===== config.mk =====
export PLATFORM = sky130hd
export DESIGN_NAME = mac_dot_seq_flat
export DESIGN_NICKNAME = d
export VERILOG_FILES = /design/src/rtl/mac_dot_seq_pkg.sv /design/src/rtl/mac_dot_seq_if.sv /design/src/rtl/mac_dot_seq_mac.sv /design/src/rtl/mac_dot_seq.sv /design/src/flat_wrapper.sv
export SDC_FILE = /design/constraint.sdc
export NUM_CORES = 1
export LEC_CHECK = 0
export ABC_AREA = 1
export ABC_CLOCK_PERIOD_IN_PS = 6800
export BUFFER_PORTS_ARGS = -buffer_cell sky130_fd_sc_hd__buf_2
export CORE_MARGIN = 3
export CORE_UTILIZATION = 52
export CTS_BUF_LIST = sky130_fd_sc_hd__clkbuf_2 sky130_fd_sc_hd__clkbuf_4 sky130_fd_sc_hd__clkbuf_8
export DETAILED_ROUTE_END_ITERATION = 16
export PLACE_DENSITY = 0.69
export SLEW_MARGIN = 20
export SYNTH_ARGS = -nofsm -noshare
export SYNTH_HDL_FRONTEND = slang
export SYNTH_SLANG_ARGS = --single-unit

===== constraint.sdc =====
create_clock -name clk -period 6.8 [get_ports clk]
set_input_delay 1.36 -clock clk [delete_from_list [all_inputs] [get_ports clk]]
set_output_delay 1.36 -clock clk [all_outputs]
set_load 0.1 [all_outputs]

===== src/rtl/mac_dot_seq_pkg.sv =====
// Shared types and constants for the mac_dot_seq dot-product sequencer.
package mac_dot_seq_pkg;

  localparam int DATA_W_DEF = 8;
  localparam int ACC_W_DEF  = 2 * DATA_W_DEF;
  localparam int LEN_W_DEF  = 8;

  // Saturation bounds for the default accumulator width.
  localparam logic signed [ACC_W_DEF-1:0] ACC_SAT_MAX = {1'b0, {(ACC_W_DEF-1){1'b1}}};
  localparam logic signed [ACC_W_DEF-1:0] ACC_SAT_MIN = {1'b1, {(ACC_W_DEF-1){1'b0}}};

  typedef enum logic [1:0] {
    IDLE = 2'd0,
    RUN  = 2'd1,
    DONE = 2'd2
  } state_e;

endpackage


===== src/rtl/mac_dot_seq_if.sv =====
// Command, operand-stream and result handshake bundle for mac_dot_seq.
interface mac_dot_seq_if #(
  parameter int DATA_W = 8,
  parameter int ACC_W  = 16,
  parameter int LEN_W  = 8
);

  logic              start;
  logic [LEN_W-1:0]  len;
  logic [ACC_W-1:0]  bias;
  logic              busy;
  logic              op_valid;
  logic              op_ready;
  logic [DATA_W-1:0] op_a;
  logic [DATA_W-1:0] op_b;
  logic              res_valid;
  logic              res_ready;
  logic [ACC_W-1:0]  res_data;

  modport master (
    output start, len, bias, op_valid, op_a, op_b, res_ready,
    input  busy, op_ready, res_valid, res_data
  );

  modport slave (
    input  start, len, bias, op_valid, op_a, op_b, res_ready,
    output busy, op_ready, res_valid, res_data
  );

endinterface


===== src/rtl/mac_dot_seq_mac.sv =====
// Signed multiply-accumulate datapath: y = a*b + c, wrapping at 2*DATA_W bits.
module mac #(
  parameter  int DATA_W = 8,
  localparam int ACC_W  = 2 * DATA_W
) (
  input  logic signed [DATA_W-1:0] a_i,
  input  logic signed [DATA_W-1:0] b_i,
  input  logic signed [ACC_W-1:0]  c_i,
  output logic signed [ACC_W-1:0]  y_o
);

  assign y_o = ACC_W'(a_i) * ACC_W'(b_i) + c_i;

endmodule


===== src/rtl/mac_dot_seq.sv =====
// Dot-product sequencer around one mac; result = bias + sum(op_a*op_b).
// Define DOT_SAT_EN to clamp each accumulate instead of wrapping.
module mac_dot_seq
  import mac_dot_seq_pkg::*;
#(
  parameter int DATA_W = DATA_W_DEF,
  parameter int ACC_W  = ACC_W_DEF,
  parameter int LEN_W  = LEN_W_DEF
) (
  input  logic clk,
  input  logic rst_n,
  mac_dot_seq_if.slave io
);

  state_e                  state_q, state_d;
  logic signed [ACC_W-1:0] acc_q, acc_d;
  logic signed [ACC_W-1:0] accNext;
  logic signed [ACC_W-1:0] macY;
  logic [LEN_W-1:0]        cnt_q, cnt_d;
  logic                    accept;

  assign accept = io.op_valid && (state_q == RUN);

  mac #(.DATA_W(DATA_W)) uMac (
    .a_i ($signed(io.op_a)),
    .b_i ($signed(io.op_b)),
    .c_i (acc_q),
    .y_o (macY)
  );

`ifdef DOT_SAT_EN
  localparam logic signed [ACC_W-1:0] SAT_MAX = {1'b0, {(ACC_W-1){1'b1}}};
  localparam logic signed [ACC_W-1:0] SAT_MIN = {1'b1, {(ACC_W-1){1'b0}}};

  logic signed [ACC_W-1:0] prodFull;
  logic signed [ACC_W:0]   sumWide;

  assign prodFull = ACC_W'($signed(io.op_a)) * ACC_W'($signed(io.op_b));
  assign sumWide  = (ACC_W+1)'(prodFull) + (ACC_W+1)'(acc_q);

  // The two top bits of the widened sum disagree exactly when ACC_W overflowed.
  always_comb begin
    accNext = sumWide[ACC_W-1:0];
    if (sumWide[ACC_W] != sumWide[ACC_W-1]) begin
      accNext = sumWide[ACC_W] ? SAT_MIN : SAT_MAX;
    end
  end
`else
  assign accNext = macY;
`endif

  always_ff @(posedge clk or negedge rst_n) begin
    if (!rst_n) begin
      state_q <= IDLE;
      acc_q   <= '0;
      cnt_q   <= '0;
    end else begin
      state_q <= state_d;
      acc_q   <= acc_d;
      cnt_q   <= cnt_d;
    end
  end

  // A zero-length run goes straight to DONE so the bias alone is reported.
  always_comb begin
    state_d = state_q;
    acc_d   = acc_q;
    cnt_d   = cnt_q;
    unique case (state_q)
      IDLE: begin
        if (io.start) begin
          acc_d = io.bias;
          if (io.len == '0) begin
            state_d = DONE;
          end else begin
            cnt_d   = io.len;
            state_d = RUN;
          end
        end
      end
      RUN: begin
        if (accept) begin
          acc_d = accNext;
          cnt_d = cnt_q - LEN_W'(1);
          if (cnt_q == LEN_W'(1)) begin
            state_d = DONE;
          end
        end
      end
      DONE: begin
        if (io.res_ready) begin
          state_d = IDLE;
        end
      end
      default: state_d = IDLE;
    endcase
  end

  always_comb begin
    io.busy      = (state_q != IDLE);
    io.op_ready  = (state_q == RUN);
    io.res_valid = (state_q == DONE);
    io.res_data  = acc_q;
  end

endmodule

===== src/flat_wrapper.sv =====
// flat-port wrapper written by rule: the top's interface ports become plain ports
module mac_dot_seq_flat import mac_dot_seq_pkg::*;
#(
  parameter int DATA_W = DATA_W_DEF,
  parameter int ACC_W  = ACC_W_DEF,
  parameter int LEN_W  = LEN_W_DEF
)
  (clk, rst_n, io_start, io_len, io_bias, io_op_valid, io_op_a, io_op_b, io_res_ready, io_busy, io_op_ready, io_res_valid, io_res_data);
  mac_dot_seq_if #(.DATA_W(DATA_W), .ACC_W(ACC_W), .LEN_W(LEN_W)) io_i ();
  input  logic clk;
  input  logic rst_n;
  input wire logic [$bits(io_i.start)-1:0] io_start;
  input wire logic [$bits(io_i.len)-1:0] io_len;
  input wire logic [$bits(io_i.bias)-1:0] io_bias;
  input wire logic [$bits(io_i.op_valid)-1:0] io_op_valid;
  input wire logic [$bits(io_i.op_a)-1:0] io_op_a;
  input wire logic [$bits(io_i.op_b)-1:0] io_op_b;
  input wire logic [$bits(io_i.res_ready)-1:0] io_res_ready;
  output wire logic [$bits(io_i.busy)-1:0] io_busy;
  output wire logic [$bits(io_i.op_ready)-1:0] io_op_ready;
  output wire logic [$bits(io_i.res_valid)-1:0] io_res_valid;
  output wire logic [$bits(io_i.res_data)-1:0] io_res_data;
  assign io_i.start = io_start;
  assign io_i.len = io_len;
  assign io_i.bias = io_bias;
  assign io_i.op_valid = io_op_valid;
  assign io_i.op_a = io_op_a;
  assign io_i.op_b = io_op_b;
  assign io_i.res_ready = io_res_ready;
  assign io_busy = io_i.busy;
  assign io_op_ready = io_i.op_ready;
  assign io_res_valid = io_i.res_valid;
  assign io_res_data = io_i.res_data;
  mac_dot_seq #(.DATA_W(DATA_W), .ACC_W(ACC_W), .LEN_W(LEN_W)) u_core (.clk(clk), .rst_n(rst_n), .io(io_i));
endmodule

==> reports/summary.txt, run 1 <==
Outcome - finished clean
Synth Net Count - 748
TritonCTS clock tree - yes
Post-cts gate resize count - 0
Most common cell on crit path - fa_1
Vias in the first global route - 3861
Max-slew headroom - 43.23%
CTS Buf Count - 3
R2r setup slk - 2.35 ns
Endpoints failing setup - 0
Hold depth - 2
WL/cell - 13.36 µm
Number of top-level pins - 64
H-tree depth - 1
Tot GR Track Use - 21.20%
Drc violations - 0
Hold path endpoint - u_core.cnt_q[4]$_DFFE_PN0P_
Post-DRT Antenna Nets - 0
CP max stage cell - fa_1
DR vias/cell - 5.054
Post-DP HPWL - 8469 µm
WL final - 9924 µm
#FFs+latches synth - 26
Initial antenna violation count - 0
CP arrival - 6.00 ns
CTS Hold Bufs - 0
Die X - 100.4 µm
Fin crit share - 84.91%
Fraction of registers with async set/reset - 100.0%
Die extent in y - 100.4 µm
Layout cell share with drive strength beyond 1 - 14.42%
Clock Tree Root - clkbuf_8
DR vias - 3755
Hold Fails Final Rpt - 0
Cell count after synthesis - 593
Row count - 33
Fin nets - 794
Final slew viol count - 0
Least-Margin Pin Slew - 0.8495 ns
Sequential fraction of the synthesis area - 14.05%
Post-synthesis cell area - 4632 µm²
Period minus WS final - 5.774 ns
Largest net degree at the start of global routing - 36
Worst-Skew Late Latency - 0.28 ns
R2r endpoint - u_core.io.res_data[14]$_DFFE_PN0P_
Crit-path max FO - 9
Crit end category - flop
Area Overhead vs Synth - 8.644%
EDFF count, synth - 0
Req. time, crit path - 7.02 ns
Maxcap violations - 0
Reg-to-reg critical path startpoint - u_core.io.res_data[6]$_DFFE_PN0P_
Fmax - 173.2 MHz
RSZ-0062 raised after global routing - false
DR pass1 iterations - 5
GPL Wtd Cong - 0.9188
Core Area - 8423 µm²
Worst Hold Launch - u_core.cnt_q[4]$_DFFE_PN0P_
Hold WC Path Type - reg -> reg
CTS Buffer Depth - 2
Setup Buffers After CTS - 0
Clk slew on worst S/H paths - 0.10 ns
Setup TNS - 0 ns
Antenna cells - 0
WS Path Type - in -> reg
IO Port Bufs - 63
Clock sink count - 26
Max stage delay on crit path - 0.61 ns
Clock Skew - 0.003041 ns
Starting Density - 54.99%
Worst-path cell chain - buf_2, clkinv_1, or2_2, fa_1, fa_1, inv_1, fa_1, fa_1, fa_1, ha_1, a21oi_1, o21bai_1, nand2_1, nand4_1, or2_2, nand3_1, nand3_1, nand2_1
Yosys cell types - 42
Top_reg_cell synth - dfrtp_1
Startpoint Class - input pin
First-pass GRT wire length - 17530 µm
Grt ovf - 0
R2R cell count - 18
Syn_area_per_cell - 7.811 µm²
Drt initial violations - 159
Full die area - 10080 µm²
Yosys synthesis warning count - 0
## critical path: cells and delay by family
family | cells | cell delay [ns]
buf+inv | 3 | 0.36
simple gates | 7 | 0.99
fa+ha+maj | 6 | 2.95
compound gates | 2 | 0.33
## through the flow
step           std cells  utilization (%)  setup slack [ns]  hold slack [ns]  area, µm²
2_1_floorplan        593                -             1.143           0.4878       4632
3_3_place_gp         739            59.09            0.8354           0.5094       4977
3_5_place_dp         739            59.09            0.7563           0.5321       4977
4_1_cts              743            59.74             1.055           0.5528       5032
5_1_grt              743            59.74            0.7798           0.5886       5032
6_report             743            59.74             1.026           0.5490       5032
## cell usage in the layout, fill, tap and decap left out, types with 2 or more instances in the layout
| master | instances |
|---|---|
| a21oi_1 | 9 |
| a31oi_1 | 7 |
| o21ai_2 | 5 |
| nor2_1 | 29 |
| o211ai_1 | 2 |
| nor3_1 | 6 |
| fa_1 | 71 |
| o21ai_0 | 14 |
| o211ai_2 | 2 |
| clkbuf_8 | 4 |
| inv_2 | 2 |
| dfrtp_1 | 26 |
| o21bai_1 | 2 |
| nand2_1 | 160 |
| ha_1 | 39 |
| xor2_1 | 8 |
| inv_6 | 2 |
| nand2_2 | 2 |
| o21ai_1 | 7 |
| nand4_1 | 3 |
| buf_2 | 63 |
| nand2_8 | 2 |
| nand3_1 | 22 |
| xnor2_1 | 4 |
| or2_2 | 3 |
| inv_1 | 130 |
## registers in the layout (all words and copies together), names as in the netlist
register            count
u_core.cnt_q            8
u_core.io.res_data     16
u_core.state_q          2
## per-layer routing
layer  vias up  global-route usage, %  routed length (µm)
li1       1865                      -                   -
met1      1822                  29.58                4720
met2        64                  37.26                4886
met3         4                  1.668                 281
met4         0                  2.694                  36
met5         -                      0                   0
## layout make-up
| type | count | area (µm²) |
|---|---|---|
| Sequential cell | 26 | 650.6 |
| Multi-Input combinational cell | 410 | 3363 |
| Timing Repair Buffer | 63 | 315.3 |
| Inverter | 135 | 516.7 |
| Fill cell | 823 | 3391 |
| Clock buffer | 4 | 55.05 |
| Tap cell | 105 | 131.4 |
## worst max-delay path by stage
stage,startpoint,end,cells after the start
after global routing,io_op_b[7],u_core.io.res_data[14]$_DFFE_PN0P_,18
after floorplan,io_op_b[7],u_core.io.res_data[14]$_DFFE_PN0P_,17
after global placement,io_op_b[7],u_core.io.res_data[14]$_DFFE_PN0P_,18
final,io_op_b[7],u_core.io.res_data[14]$_DFFE_PN0P_,18
after CTS,io_op_b[7],u_core.io.res_data[14]$_DFFE_PN0P_,18
after detailed placement,io_op_b[7],u_core.io.res_data[14]$_DFFE_PN0P_,18
## synthesized netlist by cell type (3+ instances only)
master      n  area share, %
nand2_1   160             13
inv_1     130             11
fa_1       71             31
ha_1       39             11
nor2_1     29            2.3
dfrtp_1    26             14
nand3_1    22            2.4
clkbuf_1   16            1.3
o21ai_0    14            1.5
a21oi_1     9           0.97
xor2_1      8            1.5
a31oi_1     7           0.95
o21ai_1     7           0.76
nor3_1      6           0.65
o21ai_2     5           0.95
xnor2_1     4           0.76
buf_2       3           0.32
nand4_1     3           0.41
or2_2       3           0.41
## logic make-up (layout without fill, tap and decap cells)
logic type / Yosys count / count (layout) / share of synthesized area [%]
compound gates: 55 / 55 / 7.644
xor+xnor: 12 / 12 / 2.269
fa+ha+maj: 110 / 110 / 41.22
buf+inv: 157 / 202 / 13.34
flops: 26 / 26 / 14.05
simple gates: 233 / 233 / 21.48
Power of run 1 is not shown: default switching activity piles up to over one toggle a cycle in this logic, so the estimate is an artifact.
==> run 2, diff against run 1 <==
--- a/config.mk
+++ b/config.mk
@@ -5,14 +5,14 @@
 export SDC_FILE = /design/constraint.sdc
 export NUM_CORES = 1
 export LEC_CHECK = 0
-export ABC_AREA = 1
-export ABC_CLOCK_PERIOD_IN_PS = 6800
+export ABC_AREA = 0
+export ABC_CLOCK_PERIOD_IN_PS = 5650
 export BUFFER_PORTS_ARGS = -buffer_cell sky130_fd_sc_hd__buf_2
 export CORE_MARGIN = 3
 export CORE_UTILIZATION = 52
 export CTS_BUF_LIST = sky130_fd_sc_hd__clkbuf_2 sky130_fd_sc_hd__clkbuf_4 sky130_fd_sc_hd__clkbuf_8
 export DETAILED_ROUTE_END_ITERATION = 16
-export PLACE_DENSITY = 0.69
+export PLACE_DENSITY = 0.7
 export SLEW_MARGIN = 20
 export SYNTH_ARGS = -nofsm -noshare
 export SYNTH_HDL_FRONTEND = slang
==> constraint.sdc (replaced) <==
create_clock -name clk -period 5.65 [get_ports clk]
set_input_delay 1.13 -clock clk [delete_from_list [all_inputs] [get_ports clk]]
set_output_delay 1.13 -clock clk [all_outputs]
set_load 0.1 [all_outputs]
==> run 2 against run 1 <==
  * Via count is 14% lower
  * Final cell count shrank 17%
  * First-iteration DRC count shrank 30%
  * Sequential share of layout area grew 0.82 points
  * Clock skew up 0.0036 ns
  * Largest cell class unchanged
==> reports/summary.txt, run 2 <==
Outcome - finished clean
Worst-Skew Late Latency - 0.28 ns (about the same)
Cell count after synthesis - 449 (-24%)
Post-synth top area cell - fa_1
Top post-synthesis cells by area - fa_1 (34%), dfrtp_1 (15%), ha_1 (12%)
Hold path endpoint - u_core.cnt_q[3]$_DFFE_PN0P_
WL final - 8827 µm (-11%)
Largest net degree at the start of global routing - 36 (unchanged)
Fraction of registers with async set/reset - 100.0% (unchanged)
Max-slew headroom - 59.97% (+17 points)
Drt initial violations - 112 (-30%)
DR vias/cell - 5.217 (+3.2%)
Row count - 32 (-3.0%)
Hold Fails Final Rpt - 0 (unchanged)
Worst Hold Launch - u_core.cnt_q[3]$_DFFE_PN0P_
R2r setup slk - 0.85 ns (-1.50 ns)
TritonCTS clock tree - yes
Number of top-level pins - 64 (unchanged)
Clock Tree Root - clkbuf_8
Req. time, crit path - 5.84 ns (-1.18 ns)
Grt ovf - 0 (unchanged)
IO Port Bufs - 63 (unchanged)
Top_reg_cell synth - dfrtp_1
CTS Buf Count - 3 (unchanged)
Antenna cells - 0 (unchanged)
Setup TNS - 0 ns (unchanged)
WS Path Type - in -> reg
Clock sink count - 26 (unchanged)
Syn_area_per_cell - 9.355 µm² (+20%)
GPL Wtd Cong - 0.8656 (-5.8%)
Fin crit share - 94.84%
Vias in the first global route - 3254 (-16%)
Post-cts gate resize count - 0 (unchanged)
Crit end category - flop
CTS Buffer Depth - 2 (unchanged)
Die X - 95.88 µm (-4.5%)
Post-synthesis cell area - 4200 µm² (-9.3%)
WL/cell - 14.28 µm (+6.9%)
Commonest non-fill, non-tap cells in the layout - inv_1 (75), fa_1 (71), buf_2 (63), nand2_1 (51), ha_1 (39)
Fin nets - 672 (-15%)
Clk slew on worst S/H paths - 0.09 ns (about the same)
Sequential fraction of the synthesis area - 15.49% (+1.4 points)
Endpoints failing setup - 0 (unchanged)
Reg-to-reg critical path startpoint - u_core.io.res_data[4]$_DFFE_PN0P_
Setup Buffers After CTS - 0 (unchanged)
Max FFs per register - 16 (unchanged)
Full die area - 9192 µm² (-8.8%)
Hold depth - 2 (unchanged)
Tot GR Track Use - 21.22% (+0.022 points)
Area Overhead vs Synth - 12.69%
Die extent in y - 95.88 µm (-4.5%)
CP arrival - 5.55 ns (-0.45 ns)
Yosys synthesis warning count - 0 (unchanged)
Drc violations - 0 (unchanged)
Post-DRT Antenna Nets - 0 (unchanged)
RSZ-0062 raised after global routing - false
Most numerous cell in the Yosys netlist - inv_1
Maxcap violations - 0 (unchanged)
Least-Margin Pin Slew - 0.6004 ns (-0.2491 ns)
CTS Hold Bufs - 0 (unchanged)
DR pass1 iterations - 4 (-1)
Layout cell share with drive strength beyond 1 - 16.28% (+1.9 points)
#FFs+latches synth - 26 (unchanged)
Most common library cells after synthesis - inv_1 (75), fa_1 (71), nand2_1 (51), ha_1 (39), and2_1 (32)
Post-DP HPWL - 7754 µm (-8.4%)
H-tree depth - 1 (unchanged)
Crit-path max FO - 8 (-1)
Initial antenna violation count - 0 (unchanged)
Hold WC Path Type - reg -> reg
DR vias - 3224 (-14%)
Yosys cell types - 41 (-2.4%)
R2R cell count - 18 (unchanged)
Starting Density - 54.08% (-0.92 points)
Clock Skew - 0.006594 ns (+0.003553 ns)
Period minus WS final - 5.358 ns
R2r endpoint - u_core.io.res_data[14]$_DFFE_PN0P_
Startpoint Class - input pin
Synth Net Count - 604 (-19%)
Final slew viol count - 0 (unchanged)
EDFF count, synth - 0 (unchanged)
Post-synth top area share - 33.84% (+3.2 points)
Commonest non-fill, non-tap cell in the layout - inv_1
First-pass GRT wire length - 15390 µm (-12%)
Fmax - 186.6 MHz
Core Area - 7767 µm² (-7.8%)
-- run 2: cell types whose count changed after synthesis, sizes merged, moves of 5 or more --
cell    change
a21oi      +12
a31oi       -5
and2       +32
clkbuf      -9
inv        -58
mux2i       +7
nand2     -114
nand3      -20
nor2        -6
xnor2      +15
xor2        -8
-- run 2: how the worst max path moves through the flow --
stage	from	endpoint	slack, ns	cells past startpoint
4_1_cts	io_op_a[2]	u_core.io.res_data[13]$_DFFE_PN0P_	0.26	16
2_1_floorplan	io_op_b[0]	u_core.io.res_data[14]$_DFFE_PN0P_	0.09	15
3_5_place_dp	io_op_a[2]	u_core.io.res_data[13]$_DFFE_PN0P_	-0.02	16
6_report	io_op_a[4]	u_core.io.res_data[14]$_DFFE_PN0P_	0.29	19
5_1_grt	io_op_b[1]	u_core.io.res_data[14]$_DFFE_PN0P_	0.06	19
3_3_place_gp	io_op_a[2]	u_core.io.res_data[15]$_DFFE_PN0P_	0.02	16
-- run 2: kinds of logic (layout without fill, tap and decap cells) --
kind of cell	after synthesis	count (layout)	synth area share, %
simple gates	125	125	13.91
fa+ha+maj	110	110	45.46
buf+inv	87	154	8.013
compound gates	74	74	11.14
flops	26	26	15.49
xor+xnor	19	19	3.962
mux	8	8	2.026
-- run 2: critical path: stages --
cell       delay [ns]
buf_2            0.16
nand2_1          0.08
fa_1             0.48
inv_1            0.05
fa_1             0.45
ha_1             0.29
inv_1            0.05
fa_1             0.54
inv_1            0.04
ha_1             0.28
ha_1             0.24
fa_1             0.41
a21o_1           0.20
a21oi_2          0.17
a2bb2oi_1        0.27
o21ai_2          0.11
nand3_1          0.12
mux2_4           0.31
o221ai_2         0.14
-- run 2: cell type report --
cell class | instances | area [µm²]
Clock buffer | 4 | 55.05
Fill cell | 691 | 3034
Inverter | 77 | 289.0
Multi-Input combinational cell | 336 | 3213
Sequential cell | 26 | 650.6
Tap cell | 102 | 127.6
Timing Repair Buffer | 73 | 397.9
-- run 2: through the flow --
stage	cell area (µm²)	hold WS (ns)	utilization [%]	cells	setup slack, ns
final	4733	0.5182	60.94	618	0.2916
after global routing	4733	0.5660	60.94	618	0.06150
after CTS	4718	0.5196	60.74	617	0.2621
after detailed placement	4663	0.4988	60.04	613	-0.01603
after global placement	4663	0.4926	60.04	613	0.01751
after floorplan	4200	0.4709	-	449	0.09015
-- run 2: layer usage --
layer  global-route usage, %  vias to the layer above  share of wire [%]
met4                   4.265                        0                1.7
met3                   2.737                       14                4.5
met5                       0                        -                  0
li1                        -                     1559                  -
met1                   29.84                     1581                 45
met2                   35.44                       70                 49
Power of run 2 is left out for the same reason.
